File: src/rtl/bcd_4digit.sv
// ============================================================================
// Module   : bcd_4digit
// Brief    : Sequential 14-bit binary to 4-digit BCD converter (divide-by-10)
// Revision : 1.0  initial release
// ============================================================================
`default_nettype none

module bcd_4digit (
    input  logic        clk,
    input  logic        rst,
    input  logic [13:0] value,
    input  logic        start,
    output logic        ready,
    output logic [3:0]  A,
    output logic [3:0]  B,
    output logic [3:0]  C,
    output logic [3:0]  D
);

    typedef enum logic [1:0] {
        S_IDLE  = 2'd0,
        S_LOAD  = 2'd1,
        S_DIV   = 2'd2,
        S_STORE = 2'd3
    } state_t;

    localparam logic [13:0] c_MAX_VAL = 14'd9999;

    state_t      state_q,    state_d;
    logic [13:0] value_q,    value_d;
    logic [13:0] dividend_q, dividend_d;
    logic [13:0] quot_q,     quot_d;
    logic [4:0]  rem_q,      rem_d;
    logic [3:0]  bit_cnt_q,  bit_cnt_d;
    logic [1:0]  dig_cnt_q,  dig_cnt_d;
    logic [15:0] digits_q,   digits_d;
    logic [15:0] result_q,   result_d;
    logic        ready_q,    ready_d;

    // One restoring-division step: dividend is shifted so its MSB is the next bit
    logic [4:0]  w_shift;
    logic        w_ge;
    logic [4:0]  w_rem_next;
    logic [15:0] w_digits_shift;

    assign w_shift        = {rem_q[3:0], dividend_q[13]};
    assign w_ge           = (w_shift >= 5'd10);
    assign w_rem_next     = w_ge ? (w_shift - 5'd10) : w_shift;
    assign w_digits_shift = {rem_q[3:0], digits_q[15:4]};

    always_ff @(posedge clk or posedge rst) begin
        if (rst) begin
            state_q    <= S_IDLE;
            value_q    <= '0;
            dividend_q <= '0;
            quot_q     <= '0;
            rem_q      <= '0;
            bit_cnt_q  <= '0;
            dig_cnt_q  <= '0;
            digits_q   <= '0;
            result_q   <= '0;
            ready_q    <= 1'b1;
        end else begin
            state_q    <= state_d;
            value_q    <= value_d;
            dividend_q <= dividend_d;
            quot_q     <= quot_d;
            rem_q      <= rem_d;
            bit_cnt_q  <= bit_cnt_d;
            dig_cnt_q  <= dig_cnt_d;
            digits_q   <= digits_d;
            result_q   <= result_d;
            ready_q    <= ready_d;
        end
    end

    always_comb begin
        state_d    = state_q;
        value_d    = value_q;
        dividend_d = dividend_q;
        quot_d     = quot_q;
        rem_d      = rem_q;
        bit_cnt_d  = bit_cnt_q;
        dig_cnt_d  = dig_cnt_q;
        digits_d   = digits_q;
        result_d   = result_q;
        ready_d    = ready_q;

        case (state_q)
            S_IDLE: begin
                if (start) begin
                    value_d = value;
                    ready_d = 1'b0;
                    state_d = S_LOAD;
                end
            end
            S_LOAD: begin
                dividend_d = (value_q > c_MAX_VAL) ? c_MAX_VAL : value_q;
                quot_d     = '0;
                rem_d      = '0;
                digits_d   = '0;
                dig_cnt_d  = 2'd0;
                bit_cnt_d  = 4'd13;
                state_d    = S_DIV;
            end
            S_DIV: begin
                rem_d      = w_rem_next;
                dividend_d = {dividend_q[12:0], 1'b0};
                quot_d     = {quot_q[12:0], w_ge};
                bit_cnt_d  = bit_cnt_q - 4'd1;
                if (bit_cnt_q == 4'd0) begin
                    state_d = S_STORE;
                end
            end
            S_STORE: begin
                // Digits enter at the top, so the ones digit ends up lowest
                digits_d   = w_digits_shift;
                dividend_d = quot_q;
                quot_d     = '0;
                rem_d      = '0;
                bit_cnt_d  = 4'd13;
                if (dig_cnt_q == 2'd3) begin
                    result_d = w_digits_shift;
                    ready_d  = 1'b1;
                    state_d  = S_IDLE;
                end else begin
                    dig_cnt_d = dig_cnt_q + 2'd1;
                    state_d   = S_DIV;
                end
            end
            default: begin
                state_d = S_IDLE;
            end
        endcase
    end

    assign ready = ready_q;
    assign A     = result_q[15:12];
    assign B     = result_q[11:8];
    assign C     = result_q[7:4];
    assign D     = result_q[3:0];

endmodule

`default_nettype wire

File: config.mk
export PLATFORM = sky130hd
export DESIGN_NAME = bcd_4digit
export DESIGN_NICKNAME = d
export VERILOG_FILES = /design/src/rtl/bcd_4digit.sv
export SDC_FILE = /design/constraint.sdc
export NUM_CORES = 1
export LEC_CHECK = 0
export CORE_UTILIZATION = 50
export DETAILED_ROUTE_END_ITERATION = 12
export PLACE_DENSITY = 0.69
export SETUP_SLACK_MARGIN = 0.5
export SKIP_LAST_GASP = 1
export SLEW_MARGIN = 20
export SYNTH_ARGS = -nofsm -noshare
export SYNTH_HDL_FRONTEND = slang
export SYNTH_SLANG_ARGS = --single-unit
File: constraint.sdc
create_clock -name clk -period 3.7 [get_ports clk]
set_clock_uncertainty 0.15 [all_clocks]
set_input_delay 0.74 -clock clk [delete_from_list [all_inputs] [get_ports clk]]
set_output_delay 0.74 -clock clk [all_outputs]
set_load 0.01 [all_outputs]
== Word-level counts from Yosys, hierarchy flattened ==
Index checks and enable logic that the tools add are counted.
Word-level totals
  flip-flop bits (word level): 87
  input port bits: 17
  output and inout bits: 17
Operators by class
  add/sub/neg operators: 3
  multiplexer cells: 16
  $lt $le $gt $ge: 2
  reduce and logical (&&, ||, !) cells: 12
  eq/ne operators: 8
Operator list (count)
  14-bit one-hot mux with 3 select lines: 1
  16-bit one-hot mux with 2 select lines: 1
  14-bit one-hot mux with 2 select lines: 1
  4-bit one-hot mux with 2 select lines: 2
  14-bit greater-than comparator (second input constant): 1
  14-bit two-way mux: 1
  2-bit two-way mux: 4
  2-bit != test (second input constant): 4
  2-bit one-hot mux with 4 select lines: 1
  2-bit AND reduction: 4
  2-bit == test (second input constant): 3
  2-bit nonzero test: 3
  5-bit by 4-bit >= comparator with 1-bit output (second input constant): 1
  4-bit zero test: 1
  4-bit two-way mux: 1
  2-bit one-hot mux with 2 select lines: 1
  4-bit by 1-bit subtractor with 4-bit output (second input constant): 1
  4-bit subtractor (second input constant): 1
  3-bit AND reduction: 1
  3-bit nonzero test: 1
  2-bit by 1-bit adder with 2-bit output (second input constant): 1
  2-bit by 1-bit == test with 1-bit output (second input constant): 1
  2-bit zero test: 1
  1-bit two-way mux: 2
  2 further kinds: 2

== Depth between registers and ports, before layout ==
  depth after elaboration: 3
  mapped depth: 6
  depth with buffers taken out: 5

== Worst setup path after synthesis ==
Ideal clock, no wire load.
  path kind: input port to flip-flop
  from: in start
  to: reg value_q[0]
  cell stages on the path: 4
  slack: 1.965 ns
  arrival: 1.460 ns
  setup time: 0.125 ns
  buffers on the path: 2
  path through: and3_4 -> buf_6 -> buf_6 -> mux2_4
Between the ends
  cells in the longest elaborated chain, start to end: 1
RTL lines
  start, declared: line 12  | input logic start,
  2-bit AND reduction (no source line)
  end signal, assigned: line 65  | value_q <= value_d;
  end, declared: line 30  | logic [13:0] value_q, value_d;
No other way between the ends.
A chain may end at the register's enable or synchronous reset.

== Worst setup path after layout ==
  from: reg ready_q, in the netlist ready
  to: out ready
RTL lines
  start, declared: line 38  | logic ready_q, ready_d;
  start signal, assigned: line 73  | ready_q <= ready_d;
  end, declared: line 13  | output logic ready,
No word-level cell between the ends.

==> flow_metrics.py <==
metrics = {
    "worst_setup_path": {
        "reg2reg_slack_ns": 1.71,
        "worstRegToRegCells": 4,
        "critPathCaptureType": "output port",
        "worstSetupPathType": "flop to output port",
        "timing.critical_path.arrival_ns": 1.42,
        "startpoint_type": "flop",
        "regToRegEndpoint": "dividend_q[3]$_DFFE_PP0N_",
        "req_time_crit_path_ns": 2.81,
        "critical_path.max_stage_delay_ns": 0.54,
        "critPathTopFamily": "flip-flops",
        "critical_path_peak_fanout": 2,
        "reg_to_reg_critical_path_startpoint": "state_q[0]$_DFFE_PP0P_",
        "critical_path_buf_inv_count": 1,
        "crit_path_top_delay_cell": "sky130_fd_sc_hd__dfstp_2",
        "timing.critical_path.cells": "clkdlybuf4s50_1",
    },
    "timing": {
        "final_period_minus_worst_setup_slack_ns": 2.31,
        "hold_viol": 0,
        "slew_violations": 0,
        "slew_headroom": 0.604,
        "period_share": 0.623,
        "maxClockFrequency_ghz": 0.434,
        "max_slew.worst_pin.slew_ns": 0.594,
        "setup_total_negative_slack_ns": 0,
        "unrepaired_setup_endpoints_after_global_routing": "false",
        "finalSetupViolations": 0,
    },
    "yosys": {
        "synth.most_common_cell": "sky130_fd_sc_hd__dfrtp_1",
        "synth-edff-count": 0,
        "synthArstFlopShare": 1.00,
        "yosysSeqAreaShare": 0.557,
        "synth_fp_nets": 359,
        "ys_ff_latch": 83,
        "synth.top_cells.by_area": "sky130_fd_sc_hd__dfrtp_1 55%, sky130_fd_sc_hd__mux2i_1 5.4%, sky130_fd_sc_hd__o21ai_0 5.2%, sky130_fd_sc_hd__mux2_4 3.6%, sky130_fd_sc_hd__nand2_1 2.6%",
        "syn_inst_count": 339,
        "synth_top_area_share": 0.550,
        "ys.warnings.count": 0,
        "syn-cell-area_mm2": 0.00373,
        "synth_top_cells_by_count": "82 x sky130_fd_sc_hd__dfrtp_1, 39 x sky130_fd_sc_hd__o21ai_0, 26 x sky130_fd_sc_hd__nand2_1",
        "synth_largest_area_cell": "sky130_fd_sc_hd__dfrtp_1",
        "ys_dominant_reg_cell": "sky130_fd_sc_hd__dfrtp_1",
        "number_of_library_cell_types_mapped_by_synthesis": 49,
        "synth.avg_cell_area_um2": 11.0,
    },
    "clock_network": {
        "tritoncts": "done",
        "clock-sinks": 83,
        "post-cts-setup-buffers": 0,
        "tritoncts.num_buffers": 9,
        "clock-root-buffer": "sky130_fd_sc_hd__clkbuf_8",
        "cts.htree.levels": 3,
        "resized_gates_after_cts": 0,
        "clkLatencyLatePin_ns": 0.35,
        "clk_path_buf_depth": 2,
        "cts.hold.buffers_added": 0,
        "clk_pin_slew_ns": 0.08,
    },
    "global_route": {
        "grt_max_degree": 52,
        "grt-ovfl-total": 0,
        "antenna_found_initial": 0,
        "wire_length_of_the_first_global_routing_pass_mm": 11.4,
        "grt_use_total": 0.192,
        "first_global_vias": 2400,
    },
    "routing": {
        "postRouteWirelength_mm": 6.53,
        "dr_vias_cell": 5.33,
        "drc": 0,
        "first_pass_iters": 4,
        "wl_per_cell_um": 14.0,
        "initialDrtViolationCount": 192,
        "via_count": 2489,
        "count_of_nets_left_with_antenna_violations_after_detail_routing": 0,
    },
    "run": {
        "cap_violations": 0,
    },
    "cells_and_area": {
        "finish.cell_count_without_fillers": 467,
        "insertedDiodeCount": 0,
        "nets": 383,
        "multiInputGateArea_mm2": 0.00143,
        "final_layout_size_suffix_gt1_frac": 0.130,
        "area_delta_synth_final_pct": 16.4,
        "seqCellArea_mm2": 0.00208,
        "final.fill_count": 608,
    },
    "hold_path": {
        "hold_path_class": "flop to flop",
        "hold_path_sink": "result_q[15]$_DFFE_PP0P_",
        "timing.hold.worst.start": "result_q[15]$_DFFE_PP0P_",
        "worst_hold_path.num_cells": 2,
    },
    "pwr": {
        "combinationalPowerShare": 0.353,
        "seqPwrFrac": 0.443,
        "part_of_the_total_power_dissipated_in_the_clock_network": 0.204,
        "sw_power_mw": 1.32,
        "power_density_mw_per_mm2": 868,
        "power.leakage_nw": 1.91,
        "internal-power_mw": 2.45,
        "ir_worst_vdd_v": 0.000423,
        "p_sw_frac": 0.350,
    },
    "placement": {
        "gpl.final_weighted_congestion": 0.770,
        "placed_cells_incl_taps": 451,
        "hpwl_mm": 4.35,
        "place.port_buffers": 33,
    },
    "floorplanning": {
        "die_w_um": 88.4,
        "floorplan.die_area_mm2": 0.00781,
        "start_util": 0.515,
        "floorplan.die.height_um": 88.4,
        "design.portCount": 34,
        "design.core.area_mm2": 0.00725,
        "core.rowCount": 31,
    },
    "outcome": {
        "outcome": "completed",
    },
}
kinds of logic after synthesis:
family | synth area share
AOI/OAI and AO/OA | 0.139
buffers and inverters | 0.0603
adders and majority gates | 0.0101
muxes | 0.123
and+or+nand+nor | 0.106
xor gates and xnor gates | 0.00469
DFF | 0.557
flip-flops by register name, summed over array words and instances, names as in the netlist:
register and count:
bit_cnt_q 4, dig_cnt_q 2, digits_q 12, dividend_q 14, quot_q 14, ready 1
rem_q 4, result_q 16, state_q 2, value_q 14
per-layer routing:
layer	vias to the layer above	wire length (um)	track usage
met3	5	248	0.0504
met4	0	81	0.0660
met1	1205	3280	0.277
li1	1235	-	-
met5	-	0	0
met2	44	2910	0.283
per-stage QoR:
step,cell area (um2),power [mW],hold WS (ns),util,setup slack (ns)
2_1_floorplan,3730,2.65,0.322,-,0.675
3_3_place_gp,4100,2.97,0.309,0.566,1.42
3_5_place_dp,4100,3.03,0.320,0.566,1.42
4_1_cts,4340,3.81,0.338,0.599,1.38
5_1_grt,4340,4.06,0.360,0.599,1.36
6_report,4340,3.77,0.329,0.599,1.39
worst max path at each step:
stage,cells after the start,end,from
2_1_floorplan,1,bit_cnt_q[0]$_DFFE_PP0P_,rst
3_3_place_gp,3,value_q[13]$_DFFE_PP0P_,start
3_5_place_dp,3,value_q[13]$_DFFE_PP0P_,start
4_1_cts,1,ready,ready$_DFFE_PP1P_
5_1_grt,1,ready,ready$_DFFE_PP1P_
6_report,1,ready,ready$_DFFE_PP1P_
worst min-delay path: stages (launching register included):
cell and delay [ns]:
sky130_fd_sc_hd__dfrtp_1 0.34, sky130_fd_sc_hd__nand2_1 0.05, sky130_fd_sc_hd__o21ai_0 0.06
placed cells by master, fill, tap and decap left out, types with 7 or more instances in the layout:
cell type / Yosys / routed
sky130_fd_sc_hd__clkbuf_8: 0 / 9
sky130_fd_sc_hd__mux2_4: 9 / 9
sky130_fd_sc_hd__nor2_1: 22 / 22
sky130_fd_sc_hd__nand3_1: 18 / 18
sky130_fd_sc_hd__a21oi_1: 12 / 12
sky130_fd_sc_hd__mux2i_1: 20 / 20
sky130_fd_sc_hd__inv_1: 21 / 20
sky130_fd_sc_hd__dfrtp_1: 82 / 80
sky130_fd_sc_hd__o21ai_0: 39 / 39
sky130_fd_sc_hd__clkdlybuf4s50_1: 0 / 33
sky130_fd_sc_hd__nand2_1: 26 / 26
sky130_fd_sc_hd__mux2_2: 7 / 7
final cells by class:
type                            count  area share
Sequential cell                    83       0.479
Clock inverter                      7      0.0268
Multi-Input combinational cell    208       0.329
Inverter                           23      0.0207
Timing Repair Buffer               38      0.0876
Tap cell                           99      0.0285
Clock buffer                        9      0.0285
power by group through the flow:
stage | clock network (mW) | logic, mW | registers [mW]
global route | 0.822 | 1.51 | 1.73
floorplan | 0 | 1.08 | 1.57
CTS | 0.789 | 1.35 | 1.67
finish | 0.770 | 1.33 | 1.67
detailed placement | 0 | 1.35 | 1.69
global placement | 0 | 1.30 | 1.67
(Power assumes the default switching activity.)
